### config.mk
export PLATFORM = sky130hd
export DESIGN_NAME = keypad_bcd_scanner_flat
export DESIGN_NICKNAME = d
export VERILOG_FILES = /design/src/rtl/keypad_pkg.sv /design/src/rtl/keypad_bcd_scanner_if.sv /design/src/rtl/keypad_col_scan.sv /design/src/rtl/keypad_bcd_scanner.sv /design/src/flat_wrapper.sv
export SDC_FILE = /design/constraint.sdc
export NUM_CORES = 1
export LEC_CHECK = 0
export CORE_UTILIZATION = 62
export DETAILED_ROUTE_END_ITERATION = 10
export PLACE_DENSITY = 0.82
export RECOVER_POWER = 100
export SLEW_MARGIN = 0
export SYNTH_ARGS = -nofsm -noshare
export SYNTH_HDL_FRONTEND = slang
export SYNTH_SLANG_ARGS = --single-unit
### constraint.sdc
create_clock -name clk -period 16.29 [get_ports clk]
set_input_delay 2.4435 -clock clk [delete_from_list [all_inputs] [get_ports clk]]
set_output_delay 2.4435 -clock clk [all_outputs]
set_load 0.005 [all_outputs]
### src/rtl/keypad_pkg.sv
// Shared types and constants for the 4x4 keypad scanner.
// Scan-image bit 4*col+row marks a pressed key; KEYMAP translates that index to its code.
package keypad_pkg;

  localparam int unsigned ROWS   = 4;
  localparam int unsigned COLS   = 4;
  localparam int unsigned KEYS   = ROWS * COLS;
  localparam int unsigned IDX_W  = 4;
  localparam int unsigned COL_W  = 2;
  localparam int unsigned CODE_W = 4;

  typedef enum logic [1:0] {
    IDLE,
    DEB_PRESS,
    PRESSED,
    DEB_REL
  } deb_state_e;

  typedef enum logic [1:0] {
    SCAN_NONE,
    SCAN_KEY,
    SCAN_MULTI
  } scan_res_e;

  // Entry 15 first: c3 {D,C,B,A}, c2 {F,9,6,3}, c1 {0,8,5,2}, c0 {E,7,4,1} (rows 3..0)
  localparam logic [KEYS-1:0][CODE_W-1:0] KEYMAP = {
    4'hD, 4'hC, 4'hB, 4'hA,
    4'hF, 4'h9, 4'h6, 4'h3,
    4'h0, 4'h8, 4'h5, 4'h2,
    4'hE, 4'h7, 4'h4, 4'h1
  };

endpackage

### src/rtl/keypad_bcd_scanner_if.sv
// Keypad pins plus the key-code valid/ack handshake toward the consumer.
interface keypad_bcd_scanner_if;
  import keypad_pkg::*;

  logic [ROWS-1:0]   row_n;
  logic [COLS-1:0]   col_n;
  logic [CODE_W-1:0] key_code;
  logic              key_valid;
  logic              key_ack;
  logic              key_down;
  logic              overrun;

  modport master (
    input  row_n, key_ack,
    output col_n, key_code, key_valid, key_down, overrun
  );

  modport slave (
    output row_n, key_ack,
    input  col_n, key_code, key_valid, key_down, overrun
  );

endinterface

### src/rtl/keypad_col_scan.sv
// Column driver, row synchronizer and scan-image capture.
// o_scan_done pulses for one clock once the image holds a complete 4-column scan.
module keypad_col_scan
  import keypad_pkg::*;
#(
  parameter int unsigned SCAN_DIV = 50000
) (
  input  logic            clk,
  input  logic            rst,
  input  logic [ROWS-1:0] i_row_n,
  output logic [COLS-1:0] o_col_n,
  output logic [KEYS-1:0] o_image,
  output logic            o_scan_done
);

  localparam int unsigned       SLOT_W    = (SCAN_DIV > 1) ? $clog2(SCAN_DIV) : 1;
  localparam logic [SLOT_W-1:0] SLOT_LAST = SLOT_W'(SCAN_DIV - 1);
  localparam logic [COL_W-1:0]  COL_LAST  = COL_W'(COLS - 1);

  logic [ROWS-1:0]   r_row_meta;
  logic [ROWS-1:0]   r_row_sync;
  logic [SLOT_W-1:0] r_slot;
  logic [COL_W-1:0]  r_col;
  logic [COLS-1:0]   r_col_n;
  logic [KEYS-1:0]   r_image;
  logic              r_scan_done;
  logic              w_slot_last;

  assign w_slot_last = (r_slot == SLOT_LAST);

  // Rows idle high through the pull-ups, so the synchronizer resets to all-ones
  always_ff @(posedge clk or posedge rst) begin
    if (rst) begin
      r_row_meta <= '1;
      r_row_sync <= '1;
    end else begin
      r_row_meta <= i_row_n;
      r_row_sync <= r_row_meta;
    end
  end

  always_ff @(posedge clk or posedge rst) begin
    if (rst) begin
      r_slot  <= '0;
      r_col   <= '0;
      r_col_n <= 4'b1110;
    end else if (w_slot_last) begin
      r_slot  <= '0;
      r_col   <= r_col + COL_W'(1);
      r_col_n <= {r_col_n[COLS-2:0], r_col_n[COLS-1]};
    end else begin
      r_slot  <= r_slot + SLOT_W'(1);
    end
  end

  // Rows are sampled at the end of the slot, long after the synchronizer has settled
  always_ff @(posedge clk or posedge rst) begin
    if (rst) begin
      r_image     <= '0;
      r_scan_done <= 1'b0;
    end else begin
      r_scan_done <= w_slot_last && (r_col == COL_LAST);
      if (w_slot_last) begin
        r_image[{r_col, 2'b00} +: ROWS] <= ~r_row_sync;
      end
    end
  end

  assign o_col_n     = r_col_n;
  assign o_image     = r_image;
  assign o_scan_done = r_scan_done;

endmodule

### src/rtl/keypad_bcd_scanner.sv
// 4x4 keypad scanner: classifies each full scan, debounces press/release,
// and presents accepted key codes through a sticky valid/ack handshake.
module keypad_bcd_scanner
  import keypad_pkg::*;
#(
  parameter int unsigned SCAN_DIV       = 50000,
  parameter int unsigned DEBOUNCE_SCANS = 5
) (
  input logic                  clk,
  input logic                  rst,
  keypad_bcd_scanner_if.master kp
);

  localparam int unsigned      CNT_W    = $clog2(DEBOUNCE_SCANS + 1);
  localparam logic [CNT_W-1:0] CNT_DONE = CNT_W'(DEBOUNCE_SCANS);
  localparam logic [CNT_W-1:0] CNT_ONE  = CNT_W'(1);

  logic [COLS-1:0]   w_col_n;
  logic [KEYS-1:0]   w_image;
  logic              w_scan_done;
  scan_res_e         w_result;
  logic [IDX_W-1:0]  w_key_idx;
  logic              w_is_key;
  logic [CNT_W-1:0]  w_cnt_inc;

  deb_state_e        r_state;
  deb_state_e        w_state_nxt;
  logic [IDX_W-1:0]  r_cand;
  logic [IDX_W-1:0]  w_cand_nxt;
  logic [CNT_W-1:0]  r_cnt;
  logic [CNT_W-1:0]  w_cnt_nxt;
  logic              w_accept;
  logic              w_ack_hit;

  logic [CODE_W-1:0] r_key_code;
  logic              r_key_valid;
  logic              r_key_down;
  logic              r_overrun;

  keypad_col_scan #(
    .SCAN_DIV(SCAN_DIV)
  ) u_col_scan (
    .clk        (clk),
    .rst        (rst),
    .i_row_n    (kp.row_n),
    .o_col_n    (w_col_n),
    .o_image    (w_image),
    .o_scan_done(w_scan_done)
  );

  // Multiple simultaneous keys are reported as MULTI and debounced like no key
  always_comb begin
    w_result = SCAN_NONE;
    if ($onehot(w_image)) begin
      w_result = SCAN_KEY;
    end else if (|w_image) begin
      w_result = SCAN_MULTI;
    end
  end

  always_comb begin
    w_key_idx = '0;
    for (int unsigned i = 0; i < KEYS; i++) begin
      if (w_image[i]) begin
        w_key_idx = IDX_W'(i);
      end
    end
  end

  assign w_is_key  = (w_result == SCAN_KEY);
  assign w_cnt_inc = (r_cnt >= CNT_DONE) ? r_cnt : r_cnt + CNT_W'(1);
  assign w_ack_hit = kp.key_ack & r_key_valid;

  always_ff @(posedge clk or posedge rst) begin
    if (rst) begin
      r_state <= IDLE;
      r_cand  <= '0;
      r_cnt   <= '0;
    end else begin
      r_state <= w_state_nxt;
      r_cand  <= w_cand_nxt;
      r_cnt   <= w_cnt_nxt;
    end
  end

  always_comb begin
    w_state_nxt = r_state;
    w_cand_nxt  = r_cand;
    w_cnt_nxt   = r_cnt;
    w_accept    = 1'b0;
    if (w_scan_done) begin
      case (r_state)
        IDLE: begin
          if (w_is_key) begin
            w_cand_nxt  = w_key_idx;
            w_cnt_nxt   = CNT_ONE;
            w_state_nxt = DEB_PRESS;
          end
        end
        DEB_PRESS: begin
          if (!w_is_key) begin
            w_cnt_nxt   = '0;
            w_state_nxt = IDLE;
          end else if (w_key_idx != r_cand) begin
            w_cand_nxt  = w_key_idx;
            w_cnt_nxt   = CNT_ONE;
          end else begin
            w_cnt_nxt = w_cnt_inc;
            if (w_cnt_inc == CNT_DONE) begin
              w_accept    = 1'b1;
              w_state_nxt = PRESSED;
            end
          end
        end
        // Rollover to a different key stays here until everything is released
        PRESSED: begin
          if (!w_is_key) begin
            w_cnt_nxt   = CNT_ONE;
            w_state_nxt = DEB_REL;
          end
        end
        DEB_REL: begin
          if (w_is_key) begin
            w_state_nxt = PRESSED;
          end else begin
            w_cnt_nxt = w_cnt_inc;
            if (w_cnt_inc == CNT_DONE) begin
              w_cnt_nxt   = '0;
              w_state_nxt = IDLE;
            end
          end
        end
        default: begin
          w_state_nxt = IDLE;
        end
      endcase
    end
  end

  // A fresh accept beats a same-cycle ack; the ack still consumes the older key
  always_ff @(posedge clk or posedge rst) begin
    if (rst) begin
      r_key_code  <= '0;
      r_key_valid <= 1'b0;
      r_key_down  <= 1'b0;
      r_overrun   <= 1'b0;
    end else begin
      r_key_down <= (w_state_nxt == PRESSED) || (w_state_nxt == DEB_REL);
      if (w_accept) begin
        r_key_code  <= KEYMAP[r_cand];
        r_key_valid <= 1'b1;
        r_overrun   <= w_ack_hit ? 1'b0 : (r_overrun | r_key_valid);
      end else if (w_ack_hit) begin
        r_key_valid <= 1'b0;
        r_overrun   <= 1'b0;
      end
    end
  end

  assign kp.col_n     = w_col_n;
  assign kp.key_code  = r_key_code;
  assign kp.key_valid = r_key_valid;
  assign kp.key_down  = r_key_down;
  assign kp.overrun   = r_overrun;

endmodule

### src/flat_wrapper.sv
// flat-port wrapper written by rule: the top's interface ports become plain ports
module keypad_bcd_scanner_flat import keypad_pkg::*;
#(
  parameter int unsigned SCAN_DIV       = 50000,
  parameter int unsigned DEBOUNCE_SCANS = 5
)
  (clk, rst, kp_row_n, kp_key_ack, kp_col_n, kp_key_code, kp_key_valid, kp_key_down, kp_overrun);
  keypad_bcd_scanner_if kp_i ();
  input logic clk;
  input logic rst;
  input wire logic [$bits(kp_i.row_n)-1:0] kp_row_n;
  input wire logic [$bits(kp_i.key_ack)-1:0] kp_key_ack;
  output wire logic [$bits(kp_i.col_n)-1:0] kp_col_n;
  output wire logic [$bits(kp_i.key_code)-1:0] kp_key_code;
  output wire logic [$bits(kp_i.key_valid)-1:0] kp_key_valid;
  output wire logic [$bits(kp_i.key_down)-1:0] kp_key_down;
  output wire logic [$bits(kp_i.overrun)-1:0] kp_overrun;
  assign kp_i.row_n = kp_row_n;
  assign kp_i.key_ack = kp_key_ack;
  assign kp_col_n = kp_i.col_n;
  assign kp_key_code = kp_i.key_code;
  assign kp_key_valid = kp_i.key_valid;
  assign kp_key_down = kp_i.key_down;
  assign kp_overrun = kp_i.overrun;
  keypad_bcd_scanner #(.SCAN_DIV(SCAN_DIV), .DEBOUNCE_SCANS(DEBOUNCE_SCANS)) u_core (.clk(clk), .rst(rst), .kp(kp_i));
endmodule
## Yosys cells after proc, flatten, opt, wreduce, memory -nomap -nowiden

Memories as Yosys holds them, arrays and structs flattened. A register that Yosys moved wholly into a read port is not among the register bits.
Index checks and enable logic that the tools add are counted.

| word-level totals | value |
|---|---|
| bits in read-only memories | 64 |
| output and inout port bits | 11 |
| bits in registers | 59 |
| word-level logic and storage cells | 112 |
| input port bits | 7 |
| memories kept | 1 |

| cells by class | value |
|---|---|
| shift-type cells | 2 |
| eq/ne operators | 16 |
| magnitude comparators | 1 |
| bitwise gates (word level) | 3 |
| reductions and logical operators | 8 |
| muxes and demuxes | 49 |
| add/subtract/negate cells | 19 |

Memories:

| memory | depth | width | read ports | clocked after memory_dff | wr ports | line | RTL |
|---|---|---|---|---|---|---|---|
| (no name shown) | 16 | 4 | 1 | 1 | 0 | keypad_bcd_scanner.sv:150 | `r_key_code <= KEYMAP[r_cand];` |

Operators with widths:

| kind | number |
|---|---|
| 4-bit two-way mux | 11 |
| 5-bit adder | 7 |
| 3-bit two-way mux | 11 |
| 2-bit two-way mux | 12 |
| 1-bit by 1-bit adder with 2-bit output | 8 |
| 16-bit by 1-bit adder with 16-bit output (second input constant) | 1 |
| 16-bit bitwise mux | 1 |
| 16-bit == test (second input constant) | 1 |
| 16-bit two-way mux | 1 |
| 16-bit OR reduction | 1 |
| 4-bit by 6-bit variable shift with 16-bit output (first input constant) | 1 |
| 4-bit by 6-bit variable part select with 16-bit output | 1 |
| 3-bit one-hot mux with 4 select lines | 1 |
| 2-bit == test (second input constant) | 5 |
| 1-bit two-way mux | 10 |
| 2-bit one-hot mux with 4 select lines | 1 |
| 4-bit one-hot mux with 2 select lines | 1 |
| 2-bit by 1-bit != test with 1-bit output (second input constant) | 3 |
| 4-bit negator with 6-bit output | 1 |
| 5-bit by 1-bit == test with 1-bit output (second input constant) | 1 |
| 5-bit AND reduction | 1 |
| 2-bit by 1-bit == test with 1-bit output (second input constant) | 2 |
| 2-bit != test (second input constant) | 2 |
| 4-bit != test | 1 |
| 12 further kinds | 13 |

## Logic depth before layout (Yosys ltp)

Gate-level depths: netlist (run 1).

| depth | value |
|---|---|
| depth after elaboration | 22 |
| gate-level depth with buffers | 18 |
| mapped depth without buffers | 18 |

## Modules after synthesis

A second synthesis (run 1) with hierarchy kept.

| second synthesis, totals | value |
|---|---|
| cell total of the unflattened synthesis | 352 |
| area, all modules | 3,699.8 um^2 |

By module, submodules not included:

| module | sequential area each (um^2) | cells an instance | instances | area each (um^2) |
|---|---|---|---|---|
| keypad_col_scan | 1,189.9 | 158 | 1 | 2,039.5 |
| keypad_bcd_scanner | 400.4 | 194 | 1 | 1,660.3 |

## Worst setup path after synthesis (run 1)

No wires, ideal clock.

| path | value |
|---|---|
| kind | register to register |
| from | reg u_core.u_col_scan.r_image[1] (netlist: u_core.u_col_scan.o_image[1]) |
| to | reg u_core.r_cand[0] |
| period minus slack after synthesis | 5,189 ps |
| library setup time | 125 ps |
| data required time | 16,165 ps |
| path buffers | 0 |
| path slack | 11,101 ps |
| cell stages (with the launch flop) | 15 |
| arrival time | 5,064 ps |
| path through | dfrtp_1 > ha_1 > inv_1 > fa_1 > fa_1 > fa_1 > inv_1 > fa_1 > ha_1 > fa_1 > or4b_1 > or2_2 > or3_1 > a31o_4 > mux2_4 |

| on the way | value |
|---|---|
| longest elaborated chain between the ends | 18 |
| elaborated cells on any way between the ends | 33 |
| those cells by class | add/sub (4); eq/ne (6); mux (21); reduce/logical (2) |

RTL lines:

| element | line | RTL |
|---|---|---|
| from (decl) | keypad_col_scan.sv:25 | `logic [KEYS-1:0] r_image;` |
| from (signal, indexed assignment) | keypad_col_scan.sv:64 | `r_image[{r_col, 2'b00} +: ROWS] <= ~r_row_sync;` |
| parallel branches: the longest is 18 deep, another holds 5-bit adder | - |  |
| to (signal assigned) | keypad_bcd_scanner.sv:81 | `r_cand <= w_cand_nxt;` |
| to (decl) | keypad_bcd_scanner.sv:28 | `logic [IDX_W-1:0] r_cand;` |

Parallel ways; which one is timed is not known. The select of a mux whose other input is x is not followed.
A chain may end at the register's enable or synchronous reset.

==> results.md, run 1 <==
* Hold buffer count at CTS at 0
* # IOs at 18
* Syn_nets at 408
* Initial antenna violation count at 0
* Final HPWL DP at 4960 µm
* Core area at approximately 5600 µm²
* Initial core utilization at 0.661
* Syn-to-layout area delta at 10.3%
* Hold Violations, Final at 0
* Worst Path Required at 16.01 ns
* Die span in x at roughly 80 µm
* Global-route wire length before repair at 11,800 µm
* Root Driver: clkbuf_8
* ANT nets after route at 0
* Slew @ Worst Pin at around 3.2 ns
* Fillers at between 400 and 500
* Placed cell count at roughly 450
* Kind of critical path: in -> async
* Gr usage total at 0.244
* Non-filler cells, final at 463
* Crit share post-route at 0.344
* Ant. Diodes at 0
* EDFF count, synth at 0
* CP Launch Type: input pin
* Die area at 6330 µm²
* RSZ-0062 raised after global routing: no
* Post-synth ARST share at 1.00
* Yosys cell types at 57
* Synth Area in Adders at 0.140
* Clock skew at 0.00880 ns
* Synth Area in Simple Gates at 0.162
* #FFs+latches synth at 63
* Mapped Cells at 366
* Setup TNS Final at 0 ns
* Largest net degree at the start of global routing at 64
* Clock sinks at 63
* Largest family of logic cells by synthesized area: simple AND/OR/NAND/NOR gates
* Routability Congestion at 0.827
* CP endpoint kind: async pin
* Max Buffers Root-to-Sink at 2
* Post-CTS setup buffer count at 0
* Failing checks: max-capacitance violations, max-slew violations
* Avg WL per Cell at 14.8 µm
* Max-Cap Viols at 1
* Clk pin slew, worst setup/hold paths at 0.07 ns
* Critical path peak fanout at 63
* Post-synthesis compound-gate area fraction at 0.143
* Via count at between 2,000 and 3,000
* Worst skew pair latency at 0.33 ns
* Mux cell area share after synthesis at 0.0446
* PortBufs at 17
* Tightest Hold Check Type: reg -> reg
* Crit path time final at 5.61 ns
* Commonest non-fill, non-tap cell in the layout: dfrtp_1
* # rows at 27
* Count of final setup violators at 0
* Synthesized cell area at 3730 µm²
* Cts bufs inserted at 9
* Initial DRC count at 149
* H-tree depth at 3
* Status: complete, but fails checks
* VDD IR max at 0.0737 mV
* Yosys warning count at 0
* Fin. max-slew vios at 64
* 1st-pass router iterations at 4
* Sequential share of the synthesized area at 0.427
* Fraction of layout cells with a size suffix above 1 at 0.102
* P per Cell Area at 69.1 nW/µm²
* Drt total wl at slightly below 7000 µm
* Layout Nets at 428
* Post-CTS sizing at 0
* Crit path DAT at 5.32 ns
* Number of global-route vias before repair at 2,676
* Leakage at around 1.9 nW
* GR Overflow Total at 0
* Drt drc at 0
* Max-slew headroom at -1.14
* Most frequent cells in the layout: dfrtp_1 (52), nand2_1 (38), inv_1 (34)
* Most common flop cell mapped by yosys: dfrtp_1
* Avg Synthesized Cell Area at 10.2 µm²
* Xor and xnor area share after synthesis at 0.0399
* CTS tree: yes
* Die Ht at 79.6 µm
* Routed vias/inst at 5.74
* Max frequency at approximately 0.18 GHz
## flip-flops by register name, indices dropped and copies added, names as in the netlist
name and count:
u_core.r_cnt 3, u_core.u_col_scan.r_col 2, u_core.r_state 2, u_core.u_col_scan.r_row_sync 4, u_core.u_col_scan.r_slot 16, u_core.kp.overrun 1, u_core.kp.key_down 1, u_core.u_col_scan.o_col_n 4
u_core.u_col_scan.o_scan_done 1, u_core.r_cand 4, u_core.u_col_scan.o_image 16, u_core.kp.key_code 4, u_core.u_col_scan.r_row_meta 4, u_core.kp.key_valid 1
## report_power, final
part,leakage [nW],switching (mW),internal [mW]
combinational,0.999,0.00326,0.00144
sequential,0.826,0.000925,0.159
clock,0.0894,0.0569,0.0631
## layout make-up
class	instances	area, µm²	share of cell area
Multi-Input combinational cell	259	1950	0.474
Timing Repair Buffer	18	174	0.0423
Sequential cell	63	1590	0.387
Clock inverter	3	17.5	0.00426
Inverter	35	131	0.0320
Clock buffer	13	159	0.0386
Tap cell	72	90.1	0.0219
## per-stage QoR
stage	setup WS [ns]	total power, mW	hold slack, ns	utilization	cell area, µm²
2_1_floorplan	11.10	0.164	0.345	-	3730
3_3_place_gp	10.99	0.167	0.345	0.702	3960
3_5_place_dp	10.83	0.168	0.347	0.702	3960
4_1_cts	10.84	0.287	0.356	0.733	4140
5_1_grt	9.95	0.292	0.358	0.729	4110
6_report	10.68	0.284	0.350	0.729	4110
## routing by layer
layer | GRT usage | share of wire
met4 | 0.107 | 0.018
met2 | 0.397 | 0.48
met1 | 0.321 | 0.47
met5 | 0 | 0
met3 | 0.0400 | 0.025
## critical path, cell delays in order
cell           delay, ns
dlygate4sd3_1       0.54
clkinv_1            0.05
clkbuf_1            2.26
## synth_stat cells (2+ instances only)
library cell,number,share of area
nor3_1,8,0.011
o31ai_1,19,0.038
mux2_2,9,0.027
dfstp_2,11,0.078
a41o_1,2,0.0054
nor2b_1,7,0.012
xor2_1,9,0.021
or3_1,3,0.0050
nand3_1,8,0.011
a221oi_1,2,0.0047
and3_1,7,0.012
nor2_1,24,0.024
ha_1,24,0.081
mux2_4,3,0.012
a31oi_1,2,0.0034
nand2b_1,4,0.0067
o2bb2ai_1,2,0.0047
clkbuf_1,7,0.0070
nand3b_1,2,0.0040
nor3b_1,4,0.0081
o31a_1,2,0.0047
fa_1,11,0.059
a21o_1,3,0.0060
a21oi_1,13,0.017
inv_1,35,0.035
o21ai_0,14,0.019
or2_2,2,0.0034
xnor2_1,8,0.019
mux2i_1,2,0.0054
dfrtp_1,52,0.35
and2_1,4,0.0067
nand2_1,38,0.038
## kinds of logic (layout without fill, tap and decap cells)
logic type | after synthesis | count (layout)
buffers and inverters | 44 | 69
AO/OA/AOI/OAI | 74 | 74
XOR/XNOR | 17 | 17
multiplexers | 14 | 14
adder cells (fa/ha/maj) | 35 | 35
AND/OR/NAND/NOR | 119 | 119
flip-flops | 63 | 63
## worst paths after layout
check	start	end	slack (ns)	cells past startpoint
min reg2reg	u_core.u_col_scan.r_row_meta[0]$_DFF_PP1_	u_core.u_col_scan.r_row_sync[0]$_DFF_PP1_	0.35	0
max reg2reg	u_core.u_col_scan.o_image[5]$_DFFE_PP0P_	u_core.r_cand[0]$_DFFE_PP0P_	10.81	15
max	rst	u_core.u_col_scan.o_image[7]$_DFFE_PP0P_	10.68	3
min	u_core.u_col_scan.r_row_meta[0]$_DFF_PP1_	u_core.u_col_scan.r_row_sync[0]$_DFF_PP1_	0.35	0
max in group clk	u_core.u_col_scan.o_image[5]$_DFFE_PP0P_	u_core.r_cand[0]$_DFFE_PP0P_	10.81	15
min in group asynchronous	rst	u_core.u_col_scan.r_slot[7]$_DFF_PP0_	3.79	3
(Power assumes the default switching activity.)
==> inputs of run 2 (changes only) <==
- CORE_UTILIZATION: 62 -> 60
- PLACE_DENSITY: 0.82 -> 0.79
- clock period: 16.29 -> 5.5 ns (I/O delays scaled with it)
==> run 2 against run 1 <==
  * The run still ends with max-capacitance violations, max-slew violations left
  * Sequential cell count is the same
  * Worst setup slack lost 11 ns
  * First-iteration DRC count shrank 1.3%
  * Via count grew 2.0%
  * Final cell count grew 2.2%
  * Non-clock buffer count grew 7
  * Routed wire length grew 3.6%
  * Critical path depth grew 11
  * Global-route usage shrank 0.14 points
  * Sequential share of layout area shrank 0.85 points
  * Sequential power grew to 3.0 times the previous value
  * Critical endpoint is now u_core.r_cand[2]$_DFFE_PP0P_
==> results.md, run 2 (same netlist as run 1, synthesis figures left out) <==
* Hold Violations, Final at 0
* Most frequent cells in the layout: dfrtp_1 (49), nand2_1 (38), inv_1 (34)
* 1st-pass router iterations at 6
* Register share of total power at 0.545
* Comb power frac at 0.016
* Flop2flop setup slack at 0.18 ns
* Kind of critical path: reg -> reg
* Worst Hold Depth at 0
* Initial antenna violation count at 0
* Placed cell count at 455
* Initial DRC count at 147
* Leakage at 1.95 nW
* Routed vias/inst at around 5.7
* Max Buffers Root-to-Sink at 2
* CTS tree: yes
* Layout Nets at 435
* Setup TNS Final at 0 ns
* Die area at approximately 6500 µm²
* Number of global-route vias before repair at approximately 2,700
* Crit share post-route at 0.968
* Area of the multi-input gates at 1980 µm²
* CP endpoint kind: flip-flop
* Root Driver: clkbuf_8
* P per Cell Area at 206 nW/µm²
* Switching share of power at 0.231
* Max frequency at ~0.19 GHz
* Commonest non-fill, non-tap cell in the layout: dfrtp_1
* Clk pin slew, worst setup/hold paths at 0.08 ns
* Die Ht at 80.8 µm
* Slew @ Worst Pin at approximately 3.3 ns
* Ant. Diodes at 0
* PortBufs at 17
* # IOs at 18
* Initial core utilization at 0.626
* Routability Congestion at 0.820
* Non-filler cells, final at 473
* Sequential Area at between 1500 and 2000 µm²
* Fin. max-slew vios at 64
* Max-slew headroom at -1.21
* Core area at 5960 µm²
* Crit path time final at 5.32 ns
* Hold buffer count at CTS at 0
* Die span in x at 80.8 µm
* ANT nets after route at 0
* Largest net degree at the start of global routing at 64
* Fraction of layout cells with a size suffix above 1 at 0.138
* Power Internal at 667 µW
* Syn-to-layout area delta at 13.0%
* VDD IR max at 0.208 mV
* Clock power frac at 0.439
* Worst Path Required at roughly 5.7 ns
* Crit path DAT at approximately 5.5 ns
* CP Launch Type: flip-flop
* Drt total wl at 7100 µm
* Net switching power at 200 µW
* Avg WL per Cell at 15.0 µm
* Number of cells on the worst reg-to-reg path at 14
* Clock sinks at 63
* Clock skew at 0.00876 ns
* Via count at about 2,700
* Drt drc at 0
* Gr usage total at 0.242
* Count of final setup violators at 0
* # rows at 28
* Status: complete, but fails checks
* Failing checks: max-capacitance violations, max-slew violations
* Critical path peak fanout at 5
* Worst skew pair latency at 0.33 ns
* Tightest Hold Check Type: reg -> reg
* Final HPWL DP at 5070 µm
* RSZ-0062 raised after global routing: no
* Max-Cap Viols at 1
* Cts bufs inserted at 9
* Global-route wire length before repair at 12,100 µm
* GR Overflow Total at 0
* Fillers at 445
* H-tree depth at 3
-- run 2: worst max-delay path, stage by stage, from the launching register on --
cell and delay (ns):
dfrtp_1 0.41, ha_1 0.29, inv_1 0.05, fa_1 0.44, fa_1 0.49, fa_1 0.56, inv_1 0.06, fa_1 0.56
ha_2 0.20, fa_1 0.42, or4b_4 0.56, or2_4 0.27, or3_4 0.36, a31o_4 0.24, mux2_4 0.29
-- run 2: per-layer routing --
layer / share of wire / global-route usage / up-vias
met5: 0 / 0 / -
met4: 0.010 / 0.0875 / 0
met3: 0.026 / 0.0449 / 10
met2: 0.50 / 0.402 / 42
met1: 0.47 / 0.318 / 1329
li1: - / - / 1329
-- run 2: through the flow --
stage	hold slack, ns	total power [mW]	utilization	cell area (µm²)	setup WS, ns
detailed placement	0.347	0.497	0.672	4000	0.0273
global route	0.362	0.899	0.708	4210	0.0169
CTS	0.358	0.876	0.705	4200	0.0377
finish	0.357	0.867	0.708	4210	0.177
global placement	0.346	0.496	0.672	4000	0.188
floorplan	0.345	0.487	-	3730	0.311
-- run 2: cell type report --
| cell class | count | share of cell area |
|---|---|---|
| clock inverters | 5 | 0.00950 |
| flip-flops and latches | 63 | 0.378 |
| inverters | 35 | 0.0312 |
| clock buffers | 11 | 0.0362 |
| multi-input cells | 259 | 0.470 |
| repair buffers | 25 | 0.0529 |
| well taps | 75 | 0.0223 |
-- run 2: final timing paths --
kind / start / endpoint
setup / recovery: u_core.u_col_scan.o_image[1]$_DFFE_PP0P_ / u_core.r_cand[2]$_DFFE_PP0P_
hold / removal: u_core.u_col_scan.r_row_meta[2]$_DFF_PP1_ / u_core.u_col_scan.r_row_sync[2]$_DFF_PP1_
setup reg to reg: u_core.u_col_scan.o_image[1]$_DFFE_PP0P_ / u_core.r_cand[2]$_DFFE_PP0P_
hold reg to reg: u_core.u_col_scan.r_row_meta[2]$_DFF_PP1_ / u_core.u_col_scan.r_row_sync[2]$_DFF_PP1_
max in group asynchronous: rst / u_core.u_col_scan.o_image[6]$_DFFE_PP0P_
min in group asynchronous: rst / u_core.kp.key_code[2]$_DFFE_PP0P_
-- run 2: power groups by stage --
stage | Clock, mW | Combinational [mW] | Sequential [mW]
2_1_floorplan | 0 | 0.00727 | 0.480
3_3_place_gp | 0 | 0.0156 | 0.481
3_5_place_dp | 0 | 0.0161 | 0.481
4_1_cts | 0.388 | 0.0160 | 0.472
5_1_grt | 0.410 | 0.0167 | 0.472
6_report | 0.381 | 0.0140 | 0.472
-- run 2: what timing repair did --
action,in CTS,in global routing
setup buffers,0,2
setup endpoints to repair,1,3
pin swaps,0,2
resized for setup,1,6
